==> src/rtl/hazard_pipeline_sink.sv <==
// Consumer side of the load-use stall interface: PC, IF/ID register, ID/EX bubble
// insertion, stall FSM, saturating perf counters and a sticky protocol-error flag.
module hazard_pipeline_sink #(
  parameter int unsigned          ADDR_W    = 32,
  parameter logic [ADDR_W-1:0]    RESET_PC  = '0,
  parameter int unsigned          CTRL_W    = 10,
  parameter int unsigned          CNT_W     = 16,
  parameter int unsigned          MAX_STALL = 4
) (
  input  logic              clk,
  input  logic              reset,
  input  logic              pc_write_en,
  input  logic              ifid_write_en,
  input  logic              stall_flush,
  input  logic              branch_taken,
  input  logic [ADDR_W-1:0] branch_target,
  input  logic [ADDR_W-1:0] imem_instr,
  input  logic [CTRL_W-1:0] id_ctrl,
  output logic [ADDR_W-1:0] pc,
  output logic [ADDR_W-1:0] ifid_instr,
  output logic [ADDR_W-1:0] ifid_pc_plus4,
  output logic              ifid_valid,
  output logic [CTRL_W-1:0] idex_ctrl,
  output logic              idex_valid,
  output logic              stalled,
  output logic [CNT_W-1:0]  stall_count,
  output logic [CNT_W-1:0]  flush_count,
  output logic              proto_err
);

  localparam int unsigned RUN_W = $clog2(MAX_STALL + 1);

  typedef enum logic {RUN, STALL} state_t;

  state_t            state, state_next;
  logic [RUN_W-1:0]  run_len, run_next;
  logic              eff_stall;
  logic              enc_err;
  logic              wd_trip;
  logic [ADDR_W-1:0] pc_plus4;

  assign eff_stall = stall_flush & ~branch_taken;
  assign pc_plus4  = pc + ADDR_W'(4);

  // Datapath registers: a branch redirect overrides every stall-control input.
  always_ff @(posedge clk) begin
    if (reset) begin
      pc            <= RESET_PC;
      ifid_instr    <= '0;
      ifid_pc_plus4 <= '0;
      ifid_valid    <= 1'b0;
      idex_ctrl     <= '0;
      idex_valid    <= 1'b0;
    end else begin
      if (branch_taken)     pc <= branch_target;
      else if (pc_write_en) pc <= pc_plus4;

      if (branch_taken) begin
        ifid_instr <= '0;
        ifid_valid <= 1'b0;
      end else if (ifid_write_en) begin
        ifid_instr    <= imem_instr;
        ifid_pc_plus4 <= pc_plus4;
        ifid_valid    <= 1'b1;
      end

      if (stall_flush || branch_taken) begin
        idex_ctrl  <= '0;
        idex_valid <= 1'b0;
      end else begin
        idex_ctrl  <= id_ctrl;
        idex_valid <= ifid_valid;
      end
    end
  end

  always_ff @(posedge clk) begin
    if (reset) begin
      state   <= RUN;
      run_len <= '0;
    end else begin
      state   <= state_next;
      run_len <= run_next;
    end
  end

  always_comb begin
    state_next = state;
    run_next   = run_len;
    if (eff_stall) begin
      state_next = STALL;
      if (state == RUN)
        run_next = RUN_W'(1);
      else if (run_len < RUN_W'(MAX_STALL))
        run_next = run_len + RUN_W'(1);
    end else begin
      state_next = RUN;
      run_next   = '0;
    end
  end

  always_comb begin
    stalled = (state == STALL);
    enc_err = (pc_write_en != ifid_write_en) || (stall_flush == pc_write_en);
    wd_trip = eff_stall && (run_next == RUN_W'(MAX_STALL));
  end

  always_ff @(posedge clk) begin
    if (reset) begin
      stall_count <= '0;
      flush_count <= '0;
      proto_err   <= 1'b0;
    end else begin
      if (eff_stall && (stall_count != '1))
        stall_count <= stall_count + CNT_W'(1);
      if (branch_taken && (flush_count != '1))
        flush_count <= flush_count + CNT_W'(1);
      if (enc_err || wd_trip)
        proto_err <= 1'b1;
    end
  end

endmodule

==> config.mk <==
export PLATFORM = sky130hd
export DESIGN_NAME = hazard_pipeline_sink
export DESIGN_NICKNAME = d
export VERILOG_FILES = /design/src/rtl/hazard_pipeline_sink.sv
export SDC_FILE = /design/constraint.sdc
export NUM_CORES = 1
export LEC_CHECK = 0
export ABC_AREA = 0
export CORE_ASPECT_RATIO = 0.8
export CORE_MARGIN = 3
export CORE_UTILIZATION = 55
export CTS_BUF_LIST = sky130_fd_sc_hd__clkbuf_4
export CTS_CLUSTER_DIAMETER = 40
export DETAILED_ROUTE_END_ITERATION = 8
export DONT_BUFFER_PORTS = 1
export GPL_ROUTABILITY_DRIVEN = 0
export PLACE_DENSITY_LB_ADDON = 0.25
export SLEW_MARGIN = 20
export SYNTH_ARGS = -nofsm -noshare
export SYNTH_HDL_FRONTEND = slang
export SYNTH_SLANG_ARGS = --single-unit
==> constraint.sdc <==
create_clock -name clk -period 2.5 [get_ports clk]
set_clock_uncertainty 0.15 [all_clocks]
set_input_delay 0.375 -clock clk [delete_from_list [all_inputs] [get_ports clk]]
set_output_delay 0.375 -clock clk [all_outputs]
set_load 0.005 [all_outputs]
; ---- After elaboration in Yosys (flattened, before gate mapping)
; Cells that the tools add are included.
[word_totals]
reg_bits = 145
in_bits = 80
output_inout_bits = 142
word_cells = 39
[op_classes]
add_sub_neg = 4
order_cmp = 1
eq_ne = 5
muxes = 6
bitwise_logic = 2
reduce_logical = 10
[ops]
columns = op, count
row1 = $mux W32, 2
row2 = $add A16 B1 Y16 const B, 2
row3 = $add A32 B3 Y32 const B, 1
row4 = $ne A16 B16 Y1 const B, 2
row5 = $mux W3, 3
row6 = $reduce_or A2 Y1, 2
row7 = $add A3 B1 Y3 const B, 1
row8 = $eq A3 B3 Y1 const B, 1
row9 = $logic_and A1 B1 Y1, 3
row10 = $logic_or A1 B1 Y1, 3
row11 = $lt A3 B3 Y1 const B, 1
row12 = $reduce_and A2 Y1, 1
row13 = $reduce_bool A2 Y1, 1
row14 = $and A1 B1 Y1, 1
row15 = $eq A1 B1 Y1, 1
row16 = $mux W1, 1
row17 = $ne A1 B1 Y1, 1
row18 = $not A1 Y1, 1

; ---- Logic depth before layout (Yosys ltp)
[logic_depth]
ltp_word = 7
depth_mapped = 8
mapped_depth_nobuf = 5

; ---- Least setup slack after synthesis
; OpenSTA, ideal clock, no wires.
[synth_path]
path_kind = register to register
start = register pc[2]
end = register pc[26]
setup_ps = 79
t_arrival_ps = 1952
t_required_ps = 2271
path_slack_ps = 319
path_stages_with_launch = 8
period_less_slack_ps = 2181
cell_sequence = dfxtp_1 > ha_1 > and3_1 > clkbuf_1 > nand2_1 > clkbuf_1 > or4_1 > o211ai_1
[synth_between]
elab_chain_len = 3
[synth_lines]
columns = item, line_no
row1 = from (decl), 19  ; output logic [ADDR_W-1:0] pc,
row2 = from (signal assigned), 55  ; if (branch_taken) pc <= branch_target;
row3 = from (signal assigned), 56  ; else if (pc_write_en) pc <= pc_plus4;
row4 = $add A32 B3 Y32, 43  ; assign pc_plus4 = pc + ADDR_W'(4);
row5 = $mux W32, 56
row6 = $mux W32, 55
; Every way passes these cells. The select of a mux whose other input is x is not followed.
; A chain may end at the register's enable or synchronous reset.

; ---- Worst setup path after layout
[layout_path]
start = input branch_taken
end = register pc[4]
[layout_between]
elab_chain_len = 1
word_cells_on_any_way = 2
[layout_lines]
columns = item, line_no
row1 = from (decl), 15  ; input logic branch_taken,
row2 = $mux W32 / $reduce_bool A2 Y1 (equally long branches), -
; Several ways; a longest one is shown, not always the timed one.

==> key figures <==
Critical path
  – Crit path DAT: 2720 ps
  – Data required time of the critical path: about 2800 ps
  – Critical path capture point type: flop
  – Critical Path Source Type: input pin
  – Bufs and invs on worst path: 4
  – Critical Path Fanout Max: 50
  – Start-to-end type of the worst setup path: input pin to flop
  – Family with the most delay on the worst path: buffers and inverters
  – Cell-by-cell listing of the critical path: dlygate4sd3_1 -> inv_1 -> buf_4 -> nand2_1 -> a21oi_1 -> dlygate4sd3_1
  – Standard cell with the maximum stage delay on the critical path: sky130_fd_sc_hd__dlygate4sd3_1
  – Most used cell, CP: sky130_fd_sc_hd__dlygate4sd3_1
  – Delay of the slowest critical-path stage: around 1100 ps

Power
  – Overall power of the completed layout: about 4.5 mW
  – Switching Power: roughly 1.3 mW
  – Proportion of power drawn by flip-flops and latches: about 56%
  – Internal cell power: roughly 3.2 mW
  – Pleak: 2.85 nW
  – Peak supply drop: approximately 0.46 mV
  – Clock network fraction of total power: between 30% and 40%
  – Power density of the placed cells: about 560 nW/um2
  – Part of the power in combinational logic: 11.0%
  – Switching share of power: roughly 29%

Place
  – Standard cell area after detailed placement: ~6900 um2
  – Number of placed instances, taps included: approximately 890
  – Half-perimeter wire length after placement: 13.0 mm
  – Worst slack, placed: between 200 and 300 ps
  – Port Buffer Count: 0

Clock tree
  – Clock sinks: ~150
  – CTS tree: done
  – Resized cells post-CTS: 0
  – Clk pin slew, worst setup/hold paths: approximately 150 ps
  – Clock buffer depth: 2
  – Clk_lat worst skew: 530 ps
  – Buffers inserted during post-CTS setup optimization: 0
  – Cell at the root of the clock tree: sky130_fd_sc_hd__clkbuf_4
  – H-tree depth: 4
  – TritonCTS Buffers: 17

Die
  – Overall die area: between 10000 and 15000 um2
  – I/O pin count: between 200 and 250
  – Height of the die: approximately 100 um
  – Initial Util: 57.4%
  – Floorplan die width: roughly 130 um
  – Number of rows in the core area: 35
  – Core area: around 12000 um2

Logic synthesis
  – Synth Area in Adders: less than 1%
  – Post-synthesis share of cell area spent on and, or, nand and nor gates: 24.5%
  – Syn Nets: about 860
  – Number of synthesized register bits: ~150
  – Yosys warning total: 0
  – Fraction of synthesized cell area in xor and xnor cells: 3.38%
  – Multiplexer share of the synthesized area: 6.00%
  – Mean Syn Cell Area: just under 9 um2
  – Part of the Yosys area used for sequential elements: 43.1%
  – Synth area leaders: sky130_fd_sc_hd__dfxtp_1, sky130_fd_sc_hd__mux2i_1, sky130_fd_sc_hd__nor2_1, sky130_fd_sc_hd__or4_1, sky130_fd_sc_hd__o31ai_1
  – Post-synthesis cell type with the largest combined area: sky130_fd_sc_hd__dfxtp_1
  – Area share of the largest cell type after synthesis: 43.1%
  – Primary FF master, synth: sky130_fd_sc_hd__dfxtp_1
  – Netlist Area Pre-Place: between 6000 and 7000 um2
  – Async set-reset flop share out of synthesis: 0%
  – Number of flops mapped to enable cells by yosys: 0
  – Post-synthesis cell type count: 50
  – Synthesized-area fraction occupied by ao, oa, aoi and oai cells: 16.9%
  – Cell count after synthesis: between 700 and 800
  – Main combinational cell family by area after synthesis: simple AND/OR/NAND/NOR gates

Global route
  – Wire length of the first global-routing pass: around 32 mm
  – Maximum number of pins on one net before global-route repair: 79
  – Global route total overflow: 0
  – Aggregate global-route resource usage: between 20% and 30%
  – Antenna violations before repair: 0
  – Via count of the first global-routing pass: a little over 6000

Routing
  – Residual antenna-violating net count after detailed routing: 0
  – First-iteration detailed-routing DRC count: about 560
  – Number of search-and-repair iterations in the first detailed-routing pass: 5
  – Via count normalized by instance count: between 6 and 7
  – Routed wirelength normalized by instance count: between 15 and 20 um
  – Routed Wire Length: a little under 20 mm
  – Via count: 6416
  – Drt drc: 0

Timing
  – PnR worst setup slack: 55.3 ps
  – Slew margin rel.: 42.6%
  – Endpoints failing hold: 0
  – Final period utilization: ~98%
  – Fin. max-slew vios: 0
  – Final critical-path required period: 2440 ps
  – Final hold slack: approximately 55 ps
  – Max frequency: 409 MHz
  – Pin slew with the least headroom to its limit: approximately 860 ps
  – Accumulated negative setup slack: 0 ps
  – Unrepaired setup endpoints after global routing: no
  – Final count of negative-setup-slack endpoints: 0

Finish
  – Layout Nets: 932
  – Filler-free cell count of the finished design: about 1000
  – Final design area excluding fillers: 8020 um2
  – Share of layout cells above drive strength 1: 8.71%
  – Area growth from synthesis to final layout: 19.1%
  – Utilization after layout: slightly below 70%
  – Final antenna diode count: 0

Outcome
  – Outcome: finished, final reports clean

Hold path
  – Worst min path class: input pin to flop

Job
  – Max Cap Viol: 0
==> registers in the layout, summed over array words and instances, names as in the netlist, 3 cells and up <==
name,flops
ifid_instr,32
stall_count,16
idex_ctrl,10
run_len,3
flush_count,16
ifid_pc_plus4,32
pc,32
==> layer usage <==
layer,GRT usage (%),vias up,part of all wire (%)
li1,-,3032,-
met1,36.2,3015,40
met2,46.9,334,48
met3,10.2,35,9.8
met4,7.42,0,2.0
met5,0,-,0
==> repair_timing <==
item / CTS / global route
setup endpoints to repair: 0 / 0
endpoints found under the hold margin: 129 / 1
hold buffers: 85 / 1
==> cell usage in the layout, fill, tap and decap left out, types with 6 or more instances in the layout <==
master / count
sky130_fd_sc_hd__nor2_1: 87
sky130_fd_sc_hd__and4_1: 8
sky130_fd_sc_hd__mux2i_1: 37
sky130_fd_sc_hd__buf_4: 31
sky130_fd_sc_hd__nor4_1: 9
sky130_fd_sc_hd__or3_1: 13
sky130_fd_sc_hd__a311oi_1: 16
sky130_fd_sc_hd__nor3_1: 15
sky130_fd_sc_hd__nand4_1: 23
sky130_fd_sc_hd__dfxtp_1: 145
sky130_fd_sc_hd__xnor2_1: 6
sky130_fd_sc_hd__a31oi_1: 15
sky130_fd_sc_hd__nand3_1: 30
sky130_fd_sc_hd__or4_1: 37
sky130_fd_sc_hd__clkbuf_4: 18
sky130_fd_sc_hd__a21oi_1: 43
sky130_fd_sc_hd__and3_1: 11
sky130_fd_sc_hd__a211oi_1: 14
sky130_fd_sc_hd__o31ai_1: 31
sky130_fd_sc_hd__and2_1: 15
sky130_fd_sc_hd__o21ai_0: 37
sky130_fd_sc_hd__inv_1: 13
sky130_fd_sc_hd__xor2_1: 20
sky130_fd_sc_hd__nand2_1: 41
sky130_fd_sc_hd__dlygate4sd3_1: 84
==> synthesized netlist by cell type (11+ instances only) <==
cell	count
sky130_fd_sc_hd__a31oi_1	15
sky130_fd_sc_hd__and2_1	15
sky130_fd_sc_hd__xor2_1	20
sky130_fd_sc_hd__o31ai_1	31
sky130_fd_sc_hd__or4_1	37
sky130_fd_sc_hd__nor3_1	15
sky130_fd_sc_hd__nand4_1	23
sky130_fd_sc_hd__o21ai_0	37
sky130_fd_sc_hd__nand3_1	30
sky130_fd_sc_hd__nor2_1	87
sky130_fd_sc_hd__a21oi_1	43
sky130_fd_sc_hd__mux2i_1	37
sky130_fd_sc_hd__or3_1	13
sky130_fd_sc_hd__inv_1	13
sky130_fd_sc_hd__dfxtp_1	145
sky130_fd_sc_hd__clkbuf_1	35
sky130_fd_sc_hd__and3_1	11
sky130_fd_sc_hd__a211oi_1	14
sky130_fd_sc_hd__a311oi_1	16
sky130_fd_sc_hd__nand2_1	41
==> final cells by class <==
type / count / area (um2)
clock buffers: 18 / 135
clock inverters: 14 / 145
fillers: 918 / 3720
inverters: 13 / 48.8
multi-input cells: 554 / 3480
flip-flops and latches: 145 / 2900
well taps: 148 / 185
repair buffers: 117 / 1120
==> power groups by stage <==
stage                     registers (mW)  logic [mW]  clock network, mW
after floorplan                     2.55       0.271                  0
after global placement              2.56       0.314                  0
after detailed placement            2.56       0.329                  0
after CTS                           2.51       0.481               1.52
after global routing                2.53       0.543               1.62
final                               2.52       0.496               1.49
==> final timing paths <==
kind | start | slack (ps) | to | cells past startpoint
max | branch_taken | 60 | pc[4] | 6
min | reset | 50 | pc[1] | 2
max reg2reg | pc[18] | 220 | pc[29] | 4
min reg2reg | ifid_pc_plus4[0] | 340 | ifid_pc_plus4[0] | 2
==> cell families after synthesis <==
| family | after synthesis |
|---|---|
| buffers and inverters | 73 |
| XOR/XNOR | 26 |
| AND/OR/NAND/NOR | 309 |
| flip-flops | 145 |
| AO/OA/AOI/OAI | 175 |
| adder cells (fa/ha/maj) | 4 |
| multiplexers | 40 |
No activity file was read; power rests on OpenSTA's default activity.
